File: src/rtl/cap_defs.sv
// Shared definitions for the serial capture block and its prescaler.
package cap_defs;

  // Default geometry, shared with the signal generator bench.
  localparam int unsigned DivDef   = 16;
  localparam int unsigned WDef     = 8;
  localparam int unsigned DepthDef = 16;

  typedef enum logic [1:0] {
    StIdle     = 2'd0,
    StWaitEdge = 2'd1,
    StCapture  = 2'd2,
    StDone     = 2'd3
  } cap_state_e;

endpackage

File: src/rtl/cap_prescaler.sv
// Loadable down-counter producing a one-cycle tick each time it expires.
module cap_prescaler #(
  parameter int unsigned Width = 4
) (
  input  logic             clk_i,
  input  logic             rst_ni,
  input  logic             en_i,
  input  logic             load_i,
  input  logic [Width-1:0] load_val_i,
  input  logic [Width-1:0] reload_val_i,
  output logic             tick_o
);

  logic [Width-1:0] cnt_q, cnt_d;

  // Load wins over counting; on expiry emit tick and reload the full period.
  always_comb begin
    cnt_d  = cnt_q;
    tick_o = 1'b0;
    if (load_i) begin
      cnt_d = load_val_i;
    end else if (en_i) begin
      if (cnt_q == '0) begin
        tick_o = 1'b1;
        cnt_d  = reload_val_i;
      end else begin
        cnt_d = cnt_q - 1'b1;
      end
    end
  end

  // Counter state.
  always_ff @(posedge clk_i or negedge rst_ni) begin
    if (!rst_ni) begin
      cnt_q <= '0;
    end else begin
      cnt_q <= cnt_d;
    end
  end

endmodule

File: src/rtl/sig_capture_mram.sv
// Serial-line capture: waits for a rising edge, samples mid-bit, packs W-bit words into RAM.
module sig_capture_mram
  import cap_defs::*;
#(
  parameter int unsigned DIV   = DivDef,
  parameter int unsigned W     = WDef,
  parameter int unsigned DEPTH = DepthDef,
  parameter int unsigned AW    = $clog2(DEPTH)
) (
  input  logic          iCLK,
  input  logic          iRST_N,
  input  logic          iSTART,
  input  logic          iSIG,
  input  logic [AW-1:0] iRD_ADDR,
  output logic [W-1:0]  oRD_DATA,
  output logic          oBUSY,
  output logic          oDONE,
  output logic [AW:0]   oCOUNT
);

  localparam int unsigned PW = $clog2(DIV);
  localparam int unsigned BW = (W > 1) ? $clog2(W) : 1;

  // First tick lands DIV/2 cycles after the rise, i.e. mid-bit.
  localparam logic [PW-1:0] HalfLoad  = PW'(DIV / 2 - 1);
  localparam logic [PW-1:0] FullLoad  = PW'(DIV - 1);
  localparam logic [BW-1:0] BitLast   = BW'(W - 1);
  localparam logic [AW:0]   CountLast = (AW + 1)'(DEPTH - 1);

  cap_state_e      state_q, state_d;
  logic [AW:0]     count_q, count_d;
  logic [AW-1:0]   wr_addr_q, wr_addr_d;
  logic [W-1:0]    shift_q, shift_d;
  logic [BW-1:0]   bit_cnt_q, bit_cnt_d;
  logic            busy_q, busy_d;
  logic            done_q, done_d;
  logic [W-1:0]    rd_data_q, rd_data_d;

  logic            sync1_q, s_q, s_dly_q;
  logic            rise;
  logic            pre_load;
  logic            tick;
  logic            mem_we;
  logic [W-1:0]    word_next;
  logic [W-1:0]    mem [DEPTH];

  // Two-flop synchroniser plus one delay stage for edge detection.
  always_ff @(posedge iCLK or negedge iRST_N) begin
    if (!iRST_N) begin
      sync1_q <= 1'b0;
      s_q     <= 1'b0;
      s_dly_q <= 1'b0;
    end else begin
      sync1_q <= iSIG;
      s_q     <= sync1_q;
      s_dly_q <= s_q;
    end
  end

  assign rise      = s_q & ~s_dly_q;
  assign word_next = {shift_q[W-2:0], s_q};

  cap_prescaler #(
    .Width (PW)
  ) u_prescaler (
    .clk_i        (iCLK),
    .rst_ni       (iRST_N),
    .en_i         (state_q == StCapture),
    .load_i       (pre_load),
    .load_val_i   (HalfLoad),
    .reload_val_i (FullLoad),
    .tick_o       (tick)
  );

  // Next-state logic for the capture FSM and its datapath.
  always_comb begin
    state_d   = state_q;
    count_d   = count_q;
    wr_addr_d = wr_addr_q;
    shift_d   = shift_q;
    bit_cnt_d = bit_cnt_q;
    pre_load  = 1'b0;
    mem_we    = 1'b0;
    unique case (state_q)
      StIdle, StDone: begin
        if (iSTART) begin
          state_d   = StWaitEdge;
          count_d   = '0;
          wr_addr_d = '0;
          shift_d   = '0;
          bit_cnt_d = '0;
        end
      end
      StWaitEdge: begin
        if (rise) begin
          state_d  = StCapture;
          pre_load = 1'b1;
        end
      end
      StCapture: begin
        if (tick) begin
          shift_d = word_next;
          if (bit_cnt_q == BitLast) begin
            // Word complete: commit it and carry on without re-syncing to an edge.
            mem_we    = 1'b1;
            bit_cnt_d = '0;
            wr_addr_d = wr_addr_q + 1'b1;
            count_d   = count_q + 1'b1;
            if (count_q == CountLast) begin
              state_d = StDone;
            end
          end else begin
            bit_cnt_d = bit_cnt_q + 1'b1;
          end
        end
      end
      default: state_d = StIdle;
    endcase
    busy_d = (state_d == StWaitEdge) || (state_d == StCapture);
    done_d = (state_d == StDone);
  end

  // FSM state, datapath registers and registered status outputs.
  always_ff @(posedge iCLK or negedge iRST_N) begin
    if (!iRST_N) begin
      state_q   <= StIdle;
      count_q   <= '0;
      wr_addr_q <= '0;
      shift_q   <= '0;
      bit_cnt_q <= '0;
      busy_q    <= 1'b0;
      done_q    <= 1'b0;
    end else begin
      state_q   <= state_d;
      count_q   <= count_d;
      wr_addr_q <= wr_addr_d;
      shift_q   <= shift_d;
      bit_cnt_q <= bit_cnt_d;
      busy_q    <= busy_d;
      done_q    <= done_d;
    end
  end

  // Capture RAM write port; contents survive reset.
  always_ff @(posedge iCLK) begin
    if (mem_we) begin
      mem[wr_addr_q] <= word_next;
    end
  end

  // Read sees the pre-write contents when addresses collide.
  always_comb begin
    rd_data_d = mem[iRD_ADDR];
  end

  // Registered read data, one cycle latency.
  always_ff @(posedge iCLK or negedge iRST_N) begin
    if (!iRST_N) begin
      rd_data_q <= '0;
    end else begin
      rd_data_q <= rd_data_d;
    end
  end

  assign oRD_DATA = rd_data_q;
  assign oBUSY    = busy_q;
  assign oDONE    = done_q;
  assign oCOUNT   = count_q;

endmodule

File: config.mk
export PLATFORM = sky130hd
export DESIGN_NAME = sig_capture_mram
export DESIGN_NICKNAME = d
export VERILOG_FILES = /design/src/rtl/cap_defs.sv /design/src/rtl/cap_prescaler.sv /design/src/rtl/sig_capture_mram.sv
export SDC_FILE = /design/constraint.sdc
export NUM_CORES = 1
export LEC_CHECK = 0
export CAP_MARGIN = 5
export CORE_MARGIN = 1.5
export CORE_UTILIZATION = 60
export CTS_CLUSTER_SIZE = 40
export DETAILED_ROUTE_END_ITERATION = 8
export GPL_ROUTABILITY_DRIVEN = 0
export GPL_TIMING_DRIVEN = 1
export MAX_ROUTING_LAYER = met4
export PLACE_DENSITY = 0.77
export SLEW_MARGIN = 40
export SYNTH_ARGS = -nofsm -noshare
export SYNTH_HDL_FRONTEND = slang
export SYNTH_HIERARCHICAL = 1
export SYNTH_SLANG_ARGS = --single-unit
File: constraint.sdc
create_clock -name iCLK -period 6.7 [get_ports iCLK]
set_input_delay 0.67 -clock iCLK [delete_from_list [all_inputs] [get_ports iCLK]]
set_output_delay 0.67 -clock iCLK [all_outputs]
set_load 0.1 [all_outputs]
**After elaboration in Yosys (flattened, before gate mapping)**

Memories as Yosys holds them, arrays and structs flattened. A register that Yosys moved wholly into a read port is not among the register bits.
Cells that the tools add are included.

- RAM bits: 128
- Bits of input ports: 8
- Memories: 1
- Register bits: 30
- Word-level logic and storage cells: 72

Memory list:

| memory | depth | width | read ports | clocked after memory_dff | write ports | line | RTL |
|---|---|---|---|---|---|---|---|
| mem | 16 | 8 | 1 | 1 | 1 | sig_capture_mram.sv:45 | `logic [W-1:0] mem [DEPTH];` |

- Eq/ne operators: 11
- Reductions and logical operators: 9
- Bitwise logic cells: 2
- Add/sub/neg operators: 4
- Muxes and demuxes: 34

Operators with widths:

| operator | number |
|---|---|
| $mux W4 | 6 |
| $mux W5 | 3 |
| $mux W7 | 2 |
| $pmux W7 S2 | 1 |
| $mux W1 | 10 |
| $mux W2 | 5 |
| $pmux W5 S2 | 1 |
| $mux W3 | 3 |
| $eq A2 B2 Y1 const B | 4 |
| $pmux W4 S2 | 1 |
| $ne A2 B2 Y1 const B | 3 |
| $pmux W2 S3 | 1 |
| $pmux W3 S2 | 1 |
| $add A5 B1 Y5 const B | 1 |
| $eq A5 B4 Y1 const B | 1 |
| $add A4 B1 Y4 const B | 1 |
| $eq A2 B1 Y1 const B | 2 |
| $logic_not A4 Y1 | 1 |
| $reduce_and A4 Y1 | 1 |
| $reduce_bool A2 Y1 | 2 |
| $sub A4 B1 Y4 const B | 1 |
| $add A3 B1 Y3 const B | 1 |
| $eq A3 B3 Y1 const B | 1 |
| $reduce_and A3 Y1 | 1 |
| other kinds (6) | 6 |

**Longest topological paths before layout**

Gate-level depths: netlist of the first run.

- Word-level depth: 9
- Depth in mapped cells: 12
- Mapped depth without buffers: 10

**Modules after synthesis**

The synthesis of the first run kept the hierarchy.

By module, submodules not included:

| module | instances | cells each | area an instance (um2) | sequential area each (um2) |
|---|---|---|---|---|
| sig_capture_mram | 1 | 355 | 6416.2 | 4694.5 |
| cap_prescaler | 1 | 34 | 294.0 | 100.1 |

**Worst setup path before layout of the first run**

Ideal clock, no wire load.

- Kind: reg-to-reg
- From: register s_q
- To: memory mem[0][0] in the netlist's numbering, enable pin
- Arrival time: 2.242 ns
- Setup time: 0.383 ns
- Required time: 6.317 ns
- Path buffers: 1
- Cell stages (with the launch flop): 10
- Period minus slack after synthesis: 2.626 ns
- Path slack: 4.074 ns
- Path through: dfrtp_1 -> nor2b_1 -> and2_1 -> clkbuf_2 -> inv_1 -> nand2_1 -> nor2_1 -> and3_1 -> nand2_1 -> nor3_1

- Word-level cells in the longest chain between the ends: 8

RTL lines:

| element | line | RTL |
|---|---|---|
| start: declaration | sig_capture_mram.sv:39 | `logic sync1_q, s_q, s_dly_q;` |
| start signal: assignment | sig_capture_mram.sv:55 | `s_q <= sync1_q;` |
| $and A1 B1 Y1 | sig_capture_mram.sv:60 | `assign rise = s_q & ~s_dly_q;` |
| $mux W1 | sig_capture_mram.sv:95 | `if (rise) begin` |
| $mux W1 | sig_capture_mram.sv:84 | `unique case (state_q)` |
| named net pre_load | sig_capture_mram.sv:41 | `logic pre_load;` |
| $mux W1 | cap_prescaler.sv:20 | `if (load_i) begin` |
| named net tick | sig_capture_mram.sv:42 | `logic tick;` |
| $mux W1 | sig_capture_mram.sv:101 | `if (tick) begin` |
| $mux W1 | sig_capture_mram.sv:84 |  |
| $mux W1 | sig_capture_mram.sv:146 | `if (mem_we) begin` |
| $mux W1 (implied by the code) | sig_capture_mram.sv:147 | `mem[wr_addr_q] <= word_next;` |
| end: declaration | sig_capture_mram.sv:45 |  |

The timed path passes the listed nets, and every way through them passes these cells.

**Worst setup path after layout of the first run**

- From: register s_q
- To: memory mem[12][0] in the netlist's numbering, enable pin

Same word-level chain as after synthesis.

==> results of run 1 <==
## cells in the final DEF, fill, tap and decap left out, types with 6 or more instances in the layout
cell type    n
clkbuf_16   16
dfrtp_1     38
nor2_2       6
o21ai_0     19
a22oi_1     18
nor2_1      16
nand2_1     19
conb_1       8
nor2b_1      6
nand3_1     11
mux4_1       8
ha_1        11
inv_1       19
mux4_2      24
buf_2       16
edfxtp_1   128
## cells by family after synthesis
| family | synth area share (%) |
|---|---|
| mux | 11.50 |
| xor+xnor | 0.3916 |
| buf+inv | 2.797 |
| fa+ha+maj | 2.237 |
| other cells | 0.1119 |
| flops | 71.45 |
| simple gates | 6.004 |
| compound gates | 5.501 |
## registers in the layout, summed over array words and instances (netlist names)
signal and cells:
mem 128, oRD_DATA 8, shift_q 7, oCOUNT 5
u_prescaler/cnt_q 4, wr_addr_q 4, bit_cnt_q 3, state_q 2
oBUSY 1, oDONE 1, s_dly_q 1, s_q 1
sync1_q 1
## how the worst max path moves through the flow
stage	start	to	slack, ns	cells after the start
2_1_floorplan	s_q$_DFF_PN0_	mem[0][0]$_DFFE_PP_	4.07	9
3_3_place_gp	s_q$_DFF_PN0_	mem[0][1]$_DFFE_PP_	3.59	8
3_5_place_dp	state_q[0]$_DFF_PN0_	mem[12][5]$_DFFE_PP_	3.62	7
4_1_cts	state_q[0]$_DFF_PN0_	mem[12][0]$_DFFE_PP_	3.58	7
5_1_grt	s_q$_DFF_PN0_	mem[12][0]$_DFFE_PP_	3.40	8
6_report	s_q$_DFF_PN0_	mem[12][0]$_DFFE_PP_	3.60	8
## final cells by class
class,instances,area [um2]
inverter,19,71.32
sequential,166,4795
clock buffer,21,429.2
multi-input combinational,193,1792
tap,140,175.2
timing repair buffer,22,135.1
clock inverter,11,156.4
fill,696,3334
## metal layers
metal	wire length, um	up-vias	part of all wire, %
li1	-	1565	-
met1	5312	1706	42
met2	6451	104	50
met3	718	23	5.6
met4	313	0	2.4
met5	0	-	0
## power by group
group	total [mW]	internal, mW	switching [mW]
clock	0.968	0.601	0.367
combinational	0.363	0.114	0.249
sequential	1.20	1.15	0.0448
total	2.53	1.87	0.660
==> impl_metrics.ini, run 1 <==
[timing]
slew_viol_final = 0
post-route-min-period_ns = 3.101
setup_viol = 0
fmax_mhz = 322.5
fin_skew_ns = 0.01005
fin_tns_setup_ns = 0
relSlewSlack_pct = 43.03
fin_ws_ns = 3.599
fin_crit_sh_pct = 46.28
rsz0062_at_grt = no
worst_pin_slew_ns = 0.8514
hold_slack_ns = 0.1211
hold_viol_final = 0

[clocking]
clock_latency_ns = 0.53
holdBufCountCts = 0
tritoncts = yes
cts.clk_slew.worst_paths_ns = 0.06
clock_sinks = 166
postCtsResizedCells = 0
post-cts-setup-buffers = 0
clockBufferDepth = 2
cts_buffers = 17
cts_root_buf = clkbuf_8
htree_levels = 4

[cells_and_area]
drive_gt1_share_pct = 20.37
n_antenna_cell = 0
fin_nets = 439
syn_to_final_growth_pct = 12.57
layoutNonFillerInstCount = 572
final_cell_area_um2 = 7553
final_util_pct = 69.37

[synth]
ys_warn_count = 6
synth_largest_area_cell = edfxtp_1
yosys-top-cells-count = 128 x edfxtp_1, 38 x dfrtp_1, 24 x mux4_2
synth_area_um2 = 6710
synth_area_leaders = edfxtp_1 57%, dfrtp_1 14%, mux4_2 8.1%
yosysUniqueCellTypes = 48
synth_cells = 389
ys_async_sr_fraction_pct = 22.89
synth_edf_count = 128
synth_top_area_share_pct = 57.28
yosysMostFrequentCell = edfxtp_1
seq_area_frac_synth_pct = 71.45
syn_avg_cell_area_um2 = 17.25
ys_ff_latch = 166
synth_flop_cell = edfxtp_1

[global_routing]
antenna_found_initial = 0
met2_usage_pct = 38.36
use_met3_pct = 5.738
grt_use_total_pct = 25.17
grt-ovfl-total = 0
grt_most_used_layer = met2
met1_usage_pct = 33.20
grt_pass1_wl_um = 19890
grt_pass1_vias = 3524
grt_max_degree = 39

[pwr]
pwr_density_cell_nw_per_um2 = 334.6
peakVddDrop_mv = 0.1894
p_total_mw = 2.527
p_leak_nw = 2.740

[floorplanning]
core_um2 = 10890
die-area_um2 = 11830
die_y_um = 108.8
rows = 38
io_pins = 23
die_x_um = 108.8
initial_core_util_pct = 61.63

[critical_path]
path_cells = nor2b_1 -> and2_1 -> inv_1 -> nand2_1 -> nor2_1 -> and3_1 -> nand2_1 -> nor2_1
critPathMaxStageDelay_ns = 0.71
crit_arrival_ns = 3.25
r2r_end = mem[12][0]$_DFFE_PP_
endpoint_kind = register
worstPathRequired_ns = 6.85
critPathKind = reg -> reg
critPathSlowestCell = nor2_1
timing.rr.start = s_q$_DFF_PN0_
rrSetupSlack_ns = 3.60
critPathBufInv = 1
rr_worst_depth = 8
critPathLaunchType = register
cp_max_fo = 19
cpLargestDelayFamily = simple AND/OR/NAND/NOR gates

[route]
drt-vias-per-instance = 5.941
ant_nets = 0
drt-total-wl_um = 12800
drt_iter0_drc = 354
first_pass_iters = 4
routedWlPerCell_um = 22.37
drc = 0
via_count = 3398

[place]
dp.cells = 540
port_buffers = 22
post-place-ws_ns = 3.619
dpl_cell_area_um2 = 6950
hpwl_um = 7559

[worst_hold_path]
hold_path_class = in -> async

[flow_run]
cap_violations = 0

[status]
status = completed
Note: power is estimated with default switching activity, not from simulation.
==> inputs of run 2 (changes only) <==
CORE_UTILIZATION = 55   (was 60)
PLACE_DENSITY = 0.75   (was 0.77)
clock period = 2.8 ns   (was 6.7 ns; I/O delays follow)
==> impl_metrics.ini, run 2 (synthesis gave the netlist of run 1 again) <==
[flow_run]
cap_violations = 0

[clocking]
clock_sinks = 166
clock_latency_ns = 0.43
cts_root_buf = clkbuf_16
post-cts-setup-buffers = 0
cts.clk_slew.worst_paths_ns = 0.06
clockBufferDepth = 2
cts_buffers = 17
postCtsResizedCells = 0
htree_levels = 4
tritoncts = yes
holdBufCountCts = 1

[critical_path]
crit_arrival_ns = 2.64
path_cells = inv_1 -> ha_1 -> or3b_1 -> nor2_1 -> and3_1 -> nand2_1 -> nor2_1 -> buf_4
critPathMaxStageDelay_ns = 0.43
cp_max_fo = 8
cpMostUsedCell = nor2_1
endpoint_kind = register
critPathLaunchType = register
critPathKind = reg -> reg
worstPathRequired_ns = 2.93
critPathSlowestCell = or3b_1

[global_routing]
grt_use_total_pct = 22.72
antenna_found_initial = 0
grt_max_degree = 39
grt_pass1_vias = 3581
grt-ovfl-total = 0
grt_pass1_wl_um = 20250

[pwr]
peakVddDrop_mv = 0.5836
p_total_mw = 6.038
swShare_pct = 26.29
switchingPower_mw = 1.587
p_leak_nw = 2.847
p_seq_share_pct = 47.5
clkPwrFrac_pct = 37.4
pwr_density_cell_nw_per_um2 = 779.8
internal_power_mw = 4.451
combPwrFrac_pct = 15.1

[route]
via_count = 3563
first_pass_iters = 4
ant_nets = 0
drt-vias-per-instance = 5.909
routedWlPerCell_um = 21.35
drt-total-wl_um = 12880
drc = 0
drt_iter0_drc = 378

[cells_and_area]
mostFrequentLayoutCell = edfxtp_1
syn_to_final_growth_pct = 15.40
n_antenna_cell = 0
top_register = mem
most-common-layout-cells = 128 x edfxtp_1, 38 x dfrtp_1, 38 x buf_4
largest_reg_flops = 128
fillers = 809
fin_nets = 463
drive_gt1_share_pct = 21.49

[timing]
hold_slack_ns = 0.2979
fmax_mhz = 397.2
rsz0062_at_grt = no
fin_tns_setup_ns = 0
fin_crit_sh_pct = 89.91
hold_viol_final = 0
fin_skew_ns = 0.009306
setup_viol = 0
slew_viol_final = 0
post-route-min-period_ns = 2.517
relSlewSlack_pct = 51.20
fin_ws_ns = 0.2826
worst_pin_slew_ns = 0.7320

[floorplanning]
core_um2 = 11960
die_y_um = 113.5
io_pins = 23
rows = 40
initial_core_util_pct = 56.10
die-area_um2 = 12870
die_x_um = 113.5

[place]
port_buffers = 22
hpwl_um = 8044
post-place-ws_ns = 0.3250

[status]
status = completed

[worst_hold_path]
hold_path_class = in -> reg
## run 2: changes by cell type in the layout (fill, tap and decap cells not counted), moves of 2 or more
cell,before,now
buf_4,2,38
nor3_2,4,0
nor3_1,3,7
nor2_2,6,0
nor2_1,16,22
clkinvlp_4,0,2
buf_2,16,1
## run 2: final timing paths
| path | cells after the start | slack (ns) | start | to |
|---|---|---|---|---|
| setup / recovery | 8 | 0.28 | u_prescaler/cnt_q[0]$_DFFE_PN0P_ | mem[7][6]$_DFFE_PP_ |
| hold / removal | 1 | 0.30 | iSIG | sync1_q$_DFF_PN0_ |
| setup reg to reg | 8 | 0.28 | u_prescaler/cnt_q[0]$_DFFE_PN0P_ | mem[7][6]$_DFFE_PP_ |
| hold reg to reg | 0 | 0.35 | sync1_q$_DFF_PN0_ | s_q$_DFF_PN0_ |
| max in group asynchronous | 2 | 2.04 | iRST_N | s_dly_q$_DFF_PN0_ |
| min in group asynchronous | 2 | 0.38 | iRST_N | oRD_DATA[1]$_DFF_PN0_ |
## run 2: routing by layer
metal	global-route usage (%)	part of all wire, %	vias up
met1	29.23	42	1839
met5	-	0	-
li1	-	-	1613
met3	5.685	5.6	14
met2	36.08	50	97
met4	7.583	1.5	0
## run 2: through the flow
| stage | cell area, um2 | utilization (%) | std cells |
|---|---|---|---|
| 2_1_floorplan | 6733 | - | 395 |
| 3_3_place_gp | 7158 | 59.84 | 570 |
| 3_5_place_dp | 7161 | 59.86 | 570 |
| 4_1_cts | 7744 | 64.74 | 603 |
| 5_1_grt | 7744 | 64.74 | 603 |
| 6_report | 7744 | 64.74 | 603 |
## run 2: cell type report
cell class / instances / area [um2] / area share [%]
repair buffers: 46 / 370.4 / 4.783
flip-flops and latches: 166 / 4795 / 61.92
clock buffers: 21 / 440.4 / 5.688
clock inverters: 11 / 132.6 / 1.713
inverters: 19 / 71.32 / 0.9210
well taps: 147 / 183.9 / 2.375
multi-input cells: 193 / 1750 / 22.60
## run 2: power groups by stage
stage | sequential (mW) | clock, mW | combinational (mW)
2_1_floorplan | 3.09 | 0 | 0.493
3_3_place_gp | 2.90 | 0 | 0.884
3_5_place_dp | 2.91 | 0 | 0.909
4_1_cts | 2.87 | 2.30 | 0.914
5_1_grt | 2.88 | 2.39 | 0.994
6_report | 2.87 | 2.26 | 0.911
## run 2: worst max-delay path: cells and delay by family (launching register included)
| family | cells | cell delay [ns] |
|---|---|---|
| fa+ha+maj | 1 | 0.21 |
| simple gates | 5 | 1.29 |
| flops | 1 | 0.40 |
| buf+inv | 2 | 0.30 |
